`config.mk`:
```
export PLATFORM = sky130hd
export DESIGN_NAME = ibfu_pipe
export DESIGN_NICKNAME = d
export VERILOG_FILES = /design/src/rtl/ibfu_pipe.sv
export SDC_FILE = /design/constraint.sdc
export NUM_CORES = 2
export LEC_CHECK = 0
export ABC_AREA = 1
export BUFFER_PORTS_ARGS = -buffer_cell sky130_fd_sc_hd__buf_4
export CAP_MARGIN = 25
export CELL_PAD_IN_SITES_DETAIL_PLACEMENT = 2
export CELL_PAD_IN_SITES_GLOBAL_PLACEMENT = 2
export CORE_ASPECT_RATIO = 2
export CORE_MARGIN = 5
export CORE_UTILIZATION = 35
export CTS_CLUSTER_SIZE = 14
export DETAILED_ROUTE_END_ITERATION = 7
export PLACE_DENSITY = 0.89
export SYNTH_ARGS = -nofsm -noshare
export SYNTH_HDL_FRONTEND = slang
export SYNTH_SLANG_ARGS = --single-unit
```
`constraint.sdc`:
```
create_clock -name clk -period 5.62 [get_ports clk]
set_clock_uncertainty 0.1 [all_clocks]
set_input_delay 1.686 -clock clk [delete_from_list [all_inputs] [get_ports clk]]
set_output_delay 1.686 -clock clk [all_outputs]
set_load 0.005 [all_outputs]
```
`src/rtl/ibfu_pipe.sv`:
```
// -----------------------------------------------------------------------------
// ibfu_pipe -- pipelined radix-2 inverse butterfly.
//
// Undoes the forward DIT butterfly Ya = A + W*B, Yb = A - W*B:
//   Xa = (Ya + Yb) / 2            (floor, -0.5 LSB bias on odd sums)
//   Xb = conj(W) * (Ya - Yb) / 2  (round half up, saturated to DW bits)
// Three register stages share one advance enable, so the pipe either moves
// as a whole or holds as a whole. Bubbles travel with the data.
//
// Ports:
//   clk               rising-edge clock
//   rst               synchronous, active-high reset
//   in_valid/in_ready input handshake (in_ready = pipe may advance)
//   Yar,Yai,Ybr,Ybi   input samples, signed DW bits
//   Wr,Wi             forward twiddle, signed Q1.(TW-2)
//   out_valid/out_ready output handshake
//   Xar,Xai,Xbr,Xbi   recovered A and B, signed DW bits
// -----------------------------------------------------------------------------
module ibfu_pipe #(
  parameter int DW = 16,
  parameter int TW = 16
) (
  input  logic          clk,
  input  logic          rst,
  input  logic          in_valid,
  output logic          in_ready,
  input  logic [DW-1:0] Yar,
  input  logic [DW-1:0] Yai,
  input  logic [DW-1:0] Ybr,
  input  logic [DW-1:0] Ybi,
  input  logic [TW-1:0] Wr,
  input  logic [TW-1:0] Wi,
  output logic          out_valid,
  input  logic          out_ready,
  output logic [DW-1:0] Xar,
  output logic [DW-1:0] Xai,
  output logic [DW-1:0] Xbr,
  output logic [DW-1:0] Xbi
);

  localparam int PW = DW + TW;      // product width
  localparam int AW = DW + TW + 1;  // product-sum width

  // Half-LSB of the output scale, and the saturation bounds at sum width.
  localparam logic signed [AW-1:0] RND  = AW'(2 ** (TW - 3));
  localparam logic signed [AW-1:0] SMAX = AW'(2 ** (DW - 1) - 1);
  localparam logic signed [AW-1:0] SMIN = AW'(-(2 ** (DW - 1)));

  // ---------------------------------------------------------------------------
  // Global advance: the pipe moves unless the last stage holds an output
  // that downstream is refusing.
  // ---------------------------------------------------------------------------
  logic adv;
  logic v1_q, v2_q, v3_q;

  assign adv      = !v3_q || out_ready;
  assign in_ready = adv;

  // ---------------------------------------------------------------------------
  // Stage 1: half-sum and half-difference.
  // The DW+1 bit result shifted right by one (floor) is exactly bits [DW:1],
  // which always fits in DW bits.
  // ---------------------------------------------------------------------------
  logic signed [DW:0]   s_r, s_i, d_r, d_i;
  logic signed [DW-1:0] ar1_d, ai1_d, dr1_d, di1_d;
  logic signed [DW-1:0] ar1_q, ai1_q, dr1_q, di1_q;
  logic signed [TW-1:0] wr1_q, wi1_q;

  assign s_r = $signed({Yar[DW-1], Yar}) + $signed({Ybr[DW-1], Ybr});
  assign s_i = $signed({Yai[DW-1], Yai}) + $signed({Ybi[DW-1], Ybi});
  assign d_r = $signed({Yar[DW-1], Yar}) - $signed({Ybr[DW-1], Ybr});
  assign d_i = $signed({Yai[DW-1], Yai}) - $signed({Ybi[DW-1], Ybi});

  always_comb begin
    ar1_d = s_r[DW:1];
    ai1_d = s_i[DW:1];
    dr1_d = d_r[DW:1];
    di1_d = d_i[DW:1];
  end

  // ---------------------------------------------------------------------------
  // Stage 2: the four partial products of conj(W) * D. A is delayed alongside.
  // ---------------------------------------------------------------------------
  logic signed [PW-1:0] prr_d, pii_d, pir_d, pri_d;
  logic signed [PW-1:0] prr_q, pii_q, pir_q, pri_q;
  logic signed [DW-1:0] ar2_q, ai2_q;

  always_comb begin
    prr_d = PW'(dr1_q) * PW'(wr1_q);  // Dr*Wr
    pii_d = PW'(di1_q) * PW'(wi1_q);  // Di*Wi
    pir_d = PW'(di1_q) * PW'(wr1_q);  // Di*Wr
    pri_d = PW'(dr1_q) * PW'(wi1_q);  // Dr*Wi
  end

  // ---------------------------------------------------------------------------
  // Stage 3: combine, round half up, rescale from Q1.(TW-2), saturate.
  // ---------------------------------------------------------------------------
  logic signed [AW-1:0] pr_sum, pi_sum;
  logic signed [AW-1:0] pr_rnd, pi_rnd;
  logic signed [AW-1:0] pr_shf, pi_shf;
  logic signed [DW-1:0] xbr_d, xbi_d;
  logic signed [DW-1:0] xar_q, xai_q, xbr_q, xbi_q;

  function automatic logic signed [DW-1:0] sat(input logic signed [AW-1:0] x);
    logic signed [DW-1:0] r;
    if (x > SMAX) begin
      r = SMAX[DW-1:0];
    end else if (x < SMIN) begin
      r = SMIN[DW-1:0];
    end else begin
      r = x[DW-1:0];
    end
    return r;
  endfunction

  always_comb begin
    pr_sum = AW'(prr_q) + AW'(pii_q);
    pi_sum = AW'(pir_q) - AW'(pri_q);
    pr_rnd = pr_sum + RND;
    pi_rnd = pi_sum + RND;
    pr_shf = pr_rnd >>> (TW - 2);
    pi_shf = pi_rnd >>> (TW - 2);
    xbr_d  = sat(pr_shf);
    xbi_d  = sat(pi_shf);
  end

  // ---------------------------------------------------------------------------
  // Pipeline registers. Reset clears valids and data so the outputs read 0.
  // ---------------------------------------------------------------------------
  always_ff @(posedge clk) begin
    if (rst) begin
      v1_q  <= 1'b0;
      v2_q  <= 1'b0;
      v3_q  <= 1'b0;
      ar1_q <= '0;
      ai1_q <= '0;
      dr1_q <= '0;
      di1_q <= '0;
      wr1_q <= '0;
      wi1_q <= '0;
      prr_q <= '0;
      pii_q <= '0;
      pir_q <= '0;
      pri_q <= '0;
      ar2_q <= '0;
      ai2_q <= '0;
      xar_q <= '0;
      xai_q <= '0;
      xbr_q <= '0;
      xbi_q <= '0;
    end else if (adv) begin
      v1_q  <= in_valid;
      ar1_q <= ar1_d;
      ai1_q <= ai1_d;
      dr1_q <= dr1_d;
      di1_q <= di1_d;
      wr1_q <= $signed(Wr);
      wi1_q <= $signed(Wi);

      v2_q  <= v1_q;
      prr_q <= prr_d;
      pii_q <= pii_d;
      pir_q <= pir_d;
      pri_q <= pri_d;
      ar2_q <= ar1_q;
      ai2_q <= ai1_q;

      v3_q  <= v2_q;
      xar_q <= ar2_q;
      xai_q <= ai2_q;
      xbr_q <= xbr_d;
      xbi_q <= xbi_d;
    end
  end

  assign out_valid = v3_q;
  assign Xar       = xar_q;
  assign Xai       = xai_q;
  assign Xbr       = xbr_q;
  assign Xbi       = xbi_q;

endmodule

```
==> impl_metrics.ini, run 1 <==
[grt]
grt.overflow.total = 345
first_global_vias = 96101
pin_count_of_the_biggest_net_entering_global_routing = 177
wire_length_of_the_first_global_routing_pass_um = 886000
groute.usage.overall = 0.691

[outcome]
status = stopped before the end
outcome.stop_stage = global routing (5_1_grt)
error_line = [ERROR GRT-0116] Global routing finished with congestion. Check the congestion regions in the DRC Viewer.

[synth]
synth-warning-count = 0
share_of_synthesized_flip_flops_with_an_asynchronous_set_or_reset = 0
postSynthCellCount = 8211
ffs_latches_synth = 323
synth-adder-area-share = 0.451
synth_compound_area_frac = 0.0875
synth_edf_count = 0
synth-main-ff-cell = sky130_fd_sc_hd__dfxtp_1
netlist-cell-type-count = 51
netlist_area_um2 = 60800
synth.area.mux_share = 0
synthesis.area_per_instance_um2 = 7.40
seq_area_frac_synth = 0.106
synthSimpleGateAreaFrac = 0.175
post_synthesis_xor_xnor_area_fraction = 0.0189
synth_fp_nets = 9873
synth_top_family_by_area = adder cells

[placement]
hpwl_um = 281000
placement.cell_area_um2 = 70900
globalplace.congestion = 0.974
place.port_buffers = 165

[floorplanning]
initial_core_util = 0.351
rows = 216
top_level_ports = 166
die-height_um = 599
die_x_um = 305

[clock_tree]
clock-sinks = 323
cts-buffers-inserted = 38
cts.htree.levels = 2
cts-root-to-sink-buffers = 3
cts_root_buffer = sky130_fd_sc_hd__clkbuf_16
layer usage:
layer,overflow,track usage
met3,17,0.521
met4,126,0.732
met1,13,0.648
met5,0,0.321
met2,189,0.886
logic make-up after synthesis:
kind of cell    after synthesis
fa+ha+maj                  1562
flops                       323
xor+xnor                    131
compound gates              934
buf+inv                    2597
simple gates               2664
synth_stat cells (7+ instances only):
| cell type | instances | share of area |
|---|---|---|
| sky130_fd_sc_hd__o21ai_1 | 9 | 0.00074 |
| sky130_fd_sc_hd__nand2_1 | 1800 | 0.11 |
| sky130_fd_sc_hd__o211ai_1 | 76 | 0.0094 |
| sky130_fd_sc_hd__fa_1 | 1052 | 0.35 |
| sky130_fd_sc_hd__nor4_1 | 8 | 0.00082 |
| sky130_fd_sc_hd__nand2_2 | 9 | 0.00093 |
| sky130_fd_sc_hd__a31oi_1 | 14 | 0.0014 |
| sky130_fd_sc_hd__nand3b_1 | 10 | 0.0012 |
| sky130_fd_sc_hd__o21bai_1 | 79 | 0.0098 |
| sky130_fd_sc_hd__or2_2 | 26 | 0.0027 |
| sky130_fd_sc_hd__nor2_1 | 513 | 0.032 |
| sky130_fd_sc_hd__dfxtp_1 | 323 | 0.11 |
| sky130_fd_sc_hd__a21oi_1 | 324 | 0.027 |
| sky130_fd_sc_hd__nand4_1 | 50 | 0.0051 |
| sky130_fd_sc_hd__nor3_1 | 46 | 0.0038 |
| sky130_fd_sc_hd__inv_1 | 2229 | 0.14 |
| sky130_fd_sc_hd__xor2_1 | 75 | 0.011 |
| sky130_fd_sc_hd__nand3_1 | 185 | 0.015 |
| sky130_fd_sc_hd__a21o_1 | 26 | 0.0032 |
| sky130_fd_sc_hd__a21boi_0 | 7 | 0.00086 |
| sky130_fd_sc_hd__o221ai_1 | 8 | 0.0012 |
| sky130_fd_sc_hd__buf_1 | 11 | 0.00068 |
| sky130_fd_sc_hd__clkbuf_1 | 345 | 0.021 |
| sky130_fd_sc_hd__o21ai_0 | 355 | 0.029 |
| sky130_fd_sc_hd__xnor2_1 | 56 | 0.0081 |
| sky130_fd_sc_hd__ha_1 | 510 | 0.10 |
repair_timing:
item                        CTS
hold buffers                  0
setup endpoints to repair    97
buffers inserted            265
gates cloned                 11
pin swaps                   593
resized for setup          1721
metrics by stage:
| stage | setup WS (ns) | setup TNS (ns) | cells | util |
|---|---|---|---|---|
| floorplan | -0.0152 | -0.0152 | 8211 | - |
| global placement | -0.624 | -28.92 | 11116 | 0.410 |
| detailed placement | -1.29 | -67.65 | 11118 | 0.410 |
| CTS | -0.676 | -33.52 | 11451 | 0.466 |
==> run 2: changes to the inputs <==
==> config.mk (replaced) <==
export PLATFORM = sky130hd
export DESIGN_NAME = ibfu_pipe
export DESIGN_NICKNAME = d
export VERILOG_FILES = /design/src/rtl/ibfu_pipe.sv
export SDC_FILE = /design/constraint.sdc
export NUM_CORES = 2
export LEC_CHECK = 0
export ABC_AREA = 1
export BUFFER_PORTS_ARGS = -buffer_cell sky130_fd_sc_hd__buf_4
export CAP_MARGIN = 25
export CORE_MARGIN = 5
export CORE_UTILIZATION = 35
export DETAILED_ROUTE_END_ITERATION = 7
export PLACE_DENSITY_LB_ADDON = 0.15
export SYNTH_ARGS = -nofsm -noshare
export SYNTH_HDL_FRONTEND = slang
export SYNTH_SLANG_ARGS = --single-unit
==> constraint.sdc (replaced) <==
create_clock -name clk -period 7.3 [get_ports clk]
set_clock_uncertainty 0.1 [all_clocks]
set_input_delay 2.19 -clock clk [delete_from_list [all_inputs] [get_ports clk]]
set_output_delay 2.19 -clock clk [all_outputs]
set_load 0.005 [all_outputs]
==> run 2 against run 1 <==
Synthesized cell count did not move. Area after synthesis did not move. The flow now finishes without violations.
==> impl_metrics.ini, run 2 <==
[outcome]
status = finished clean

[layout]
final_layout_size_suffix_gt1_frac = 0.0510
area_growth_pct = 9.06
mostFrequentLayoutCells = sky130_fd_sc_hd__inv_1, sky130_fd_sc_hd__nand2_1, sky130_fd_sc_hd__fa_1
final_nets = 9840
stdcell_area_um2 = 66300
mostFrequentLayoutCell = sky130_fd_sc_hd__inv_1
instances_no_fill = 10537

[grt]
antenna_violations_before_repair = 6
wire_length_of_the_first_global_routing_pass_um = 327000
first_global_vias = 52318
pin_count_of_the_biggest_net_entering_global_routing = 142
groute.usage.overall = 0.236
grt.overflow.total = 0

[placement]
placedCellCount = 10458
placement.cell_area_um2 = 64800
place.port_buffers = 165
hpwl_um = 170000
globalplace.congestion = 0.938

[synth]
synth.area.mux_share = 0
synthSimpleGateAreaFrac = 0.175
synth.cells.most_frequent = sky130_fd_sc_hd__inv_1, sky130_fd_sc_hd__nand2_1, sky130_fd_sc_hd__fa_1
synth_most_common_cell = sky130_fd_sc_hd__inv_1
synth.largest_area_cell = sky130_fd_sc_hd__fa_1
ffs_latches_synth = 323
postSynthCellCount = 8211
synthesis.area_per_instance_um2 = 7.40
synth_largest_type_area_fraction = 0.346
synth-warning-count = 0
share_of_synthesized_flip_flops_with_an_asynchronous_set_or_reset = 0
post_synthesis_xor_xnor_area_fraction = 0.0189
synth_top_family_by_area = adder cells
seq_area_frac_synth = 0.106
synth_edf_count = 0
synth-main-ff-cell = sky130_fd_sc_hd__dfxtp_1
synth-adder-area-share = 0.451
netlist_area_um2 = 60800
synth_compound_area_frac = 0.0875
netlist-cell-type-count = 51
synth_fp_nets = 9873
yosys-top-cells-area = sky130_fd_sc_hd__fa_1, sky130_fd_sc_hd__inv_1, sky130_fd_sc_hd__nand2_1

[floorplanning]
dieArea_um2 = 182000
area_of_the_core_um2 = 173000
die_x_um = 427
rows = 153
initial_core_util = 0.351
top_level_ports = 166
die-height_um = 427

[sta]
finalMaxSlewViolations = 0
whs_ns = 0.364
report.final.hold_viol_count = 0
report.final.setup_viol = 0
max_freq_mhz = 141
timing.slew.headroom = 0.294
setup-tns-final_ns = 0
worst_slew_pin_slew_ns = 1.06
timing.final.crit_period_ns = 7.11
min_period_over_period = 0.973
rsz0062_at_grt = false

[hold_path]
worst_hold_path_type = reg -> reg
whs_endpoint = v2_q
worstHoldStart = v2_q
hold-path-cell-count = 2

[setup_path]
worst-endpoint-arrival_ns = 7.58
nature_of_the_critical_path_startpoint = register
r2r_end = pir_q[22]
crit_fanout = 21
critical_path.slowest_cell = sky130_fd_sc_hd__dfxtp_1
worst-setup-path-type = reg -> reg
crit_top_cell = sky130_fd_sc_hd__fa_1
cpPeakStageDelay_ns = 0.67
r2r_cells = 19
cp_data_required_time_ns = 7.78
setup.worst_path.end_class = register
worst_case_register_to_register_setup_slack_ns = 0.19
r2r_start = wr1_q[15]
critical_path.cell_chain = clkinv_1 > buf_4 > nor2_1 > fa_1 > fa_1 > fa_1 > fa_1 > fa_1 > inv_1 > fa_1 > inv_1 > ha_1 > a21oi_1 > o21ai_0 > a21oi_1 > nand3_1 > o21ai_0 > o211ai_1 > inv_1

[power_and_ir_drop]
power_density_nw_per_um2 = 329
p_leak_nw = 39.0
irDropWorstVdd_mv = 0.222

[clock_tree]
cts-root-to-sink-buffers = 3
post_cts_hold_fix_bufs = 0
clock-sinks = 323
cts_root_buffer = sky130_fd_sc_hd__clkbuf_16
clock_latency_ns = 0.64
clkTransAtPathRegs_ns = 0.07
cts.htree.levels = 2
post-cts-setup-buffer-count = 0
cts_resized = 0
cts-buffers-inserted = 43
tritoncts_clock_tree = done

[routing]
post_route_wl_um = 212000
drc = 0
antenna_left = 0
vias_per_cell = 4.81
drtPass1Iterations = 6
detailroute.via_count = 50645
first_iter_violations = 3670
avgRoutedWirePerCell_um = 20.1

[job]
max-cap-violations = 0
## run 2: cell counts after synthesis
No cell type changed its count.
## run 2: power breakdown
| part | switching, W | leakage (nW) | internal, W |
|---|---|---|---|
| clock network | 0.00101 | 0.737 | 0.00137 |
| logic | 0.0112 | 35.6 | 0.00555 |
| registers | 0.000394 | 2.68 | 0.00222 |
## run 2: kinds of logic after synthesis
group	after synthesis
flip-flops	323
adder cells (fa/ha/maj)	1562
XOR/XNOR	131
buffers and inverters	2597
AO/OA/AOI/OAI	934
AND/OR/NAND/NOR	2664
## run 2: cell type report
| type | instances | area (um^2) |
|---|---|---|
| inverter | 2231 | 8390 |
| antenna | 1 | 2.50 |
| sequential | 323 | 6470 |
| clock buffer | 53 | 1170 |
| fill | 18400 | 107000 |
| clock inverter | 25 | 342 |
| multi-input combinational | 5291 | 44500 |
| timing repair buffer | 288 | 2470 |
| tap | 2325 | 2910 |
## run 2: worst max-delay path, delay by kind of cell (launching register included)
| family | cells | cell delay (ns) |
|---|---|---|
| adders and majority gates | 7 | 3.27 |
| AOI/OAI and AO/OA | 5 | 1.61 |
| buffers and inverters | 5 | 0.96 |
| DFF | 1 | 0.67 |
| and+or+nand+nor | 2 | 0.41 |
## run 2: how the worst max path moves through the flow
| stage | cells past startpoint | slack, ns | to | start |
|---|---|---|---|---|
| 6_report | 19 | 0.19 | pir_q[22] | wr1_q[15] |
| 2_1_floorplan | 20 | 1.43 | pri_q[31] | dr1_q[15] |
| 3_5_place_dp | 21 | 0.44 | pir_q[27] | wr1_q[15] |
| 4_1_cts | 21 | 0.38 | pir_q[27] | wr1_q[15] |
| 3_3_place_gp | 19 | 0.44 | pir_q[22] | wr1_q[7] |
| 5_1_grt | 21 | 0.08 | pir_q[26] | wr1_q[7] |
## run 2: layer usage
layer  wire [um]  GRT usage  part of all wire
met2       93600      0.372              0.44
met4        4260     0.0419             0.020
met3       13500     0.0347             0.064
met5           0          0                 0
met1      100000      0.346              0.47
## run 2: stage by stage
step / total power [W] / utilization / setup slack (ns)
after global placement: 0.0192 / 0.374 / 0.438
final: 0.0218 / 0.383 / 0.194
after CTS: 0.0217 / 0.383 / 0.381
after detailed placement: 0.0191 / 0.374 / 0.441
after floorplan: 0.0132 / - / 1.43
after global routing: 0.0239 / 0.383 / 0.0763
Power figures use the tool's default switching activity.
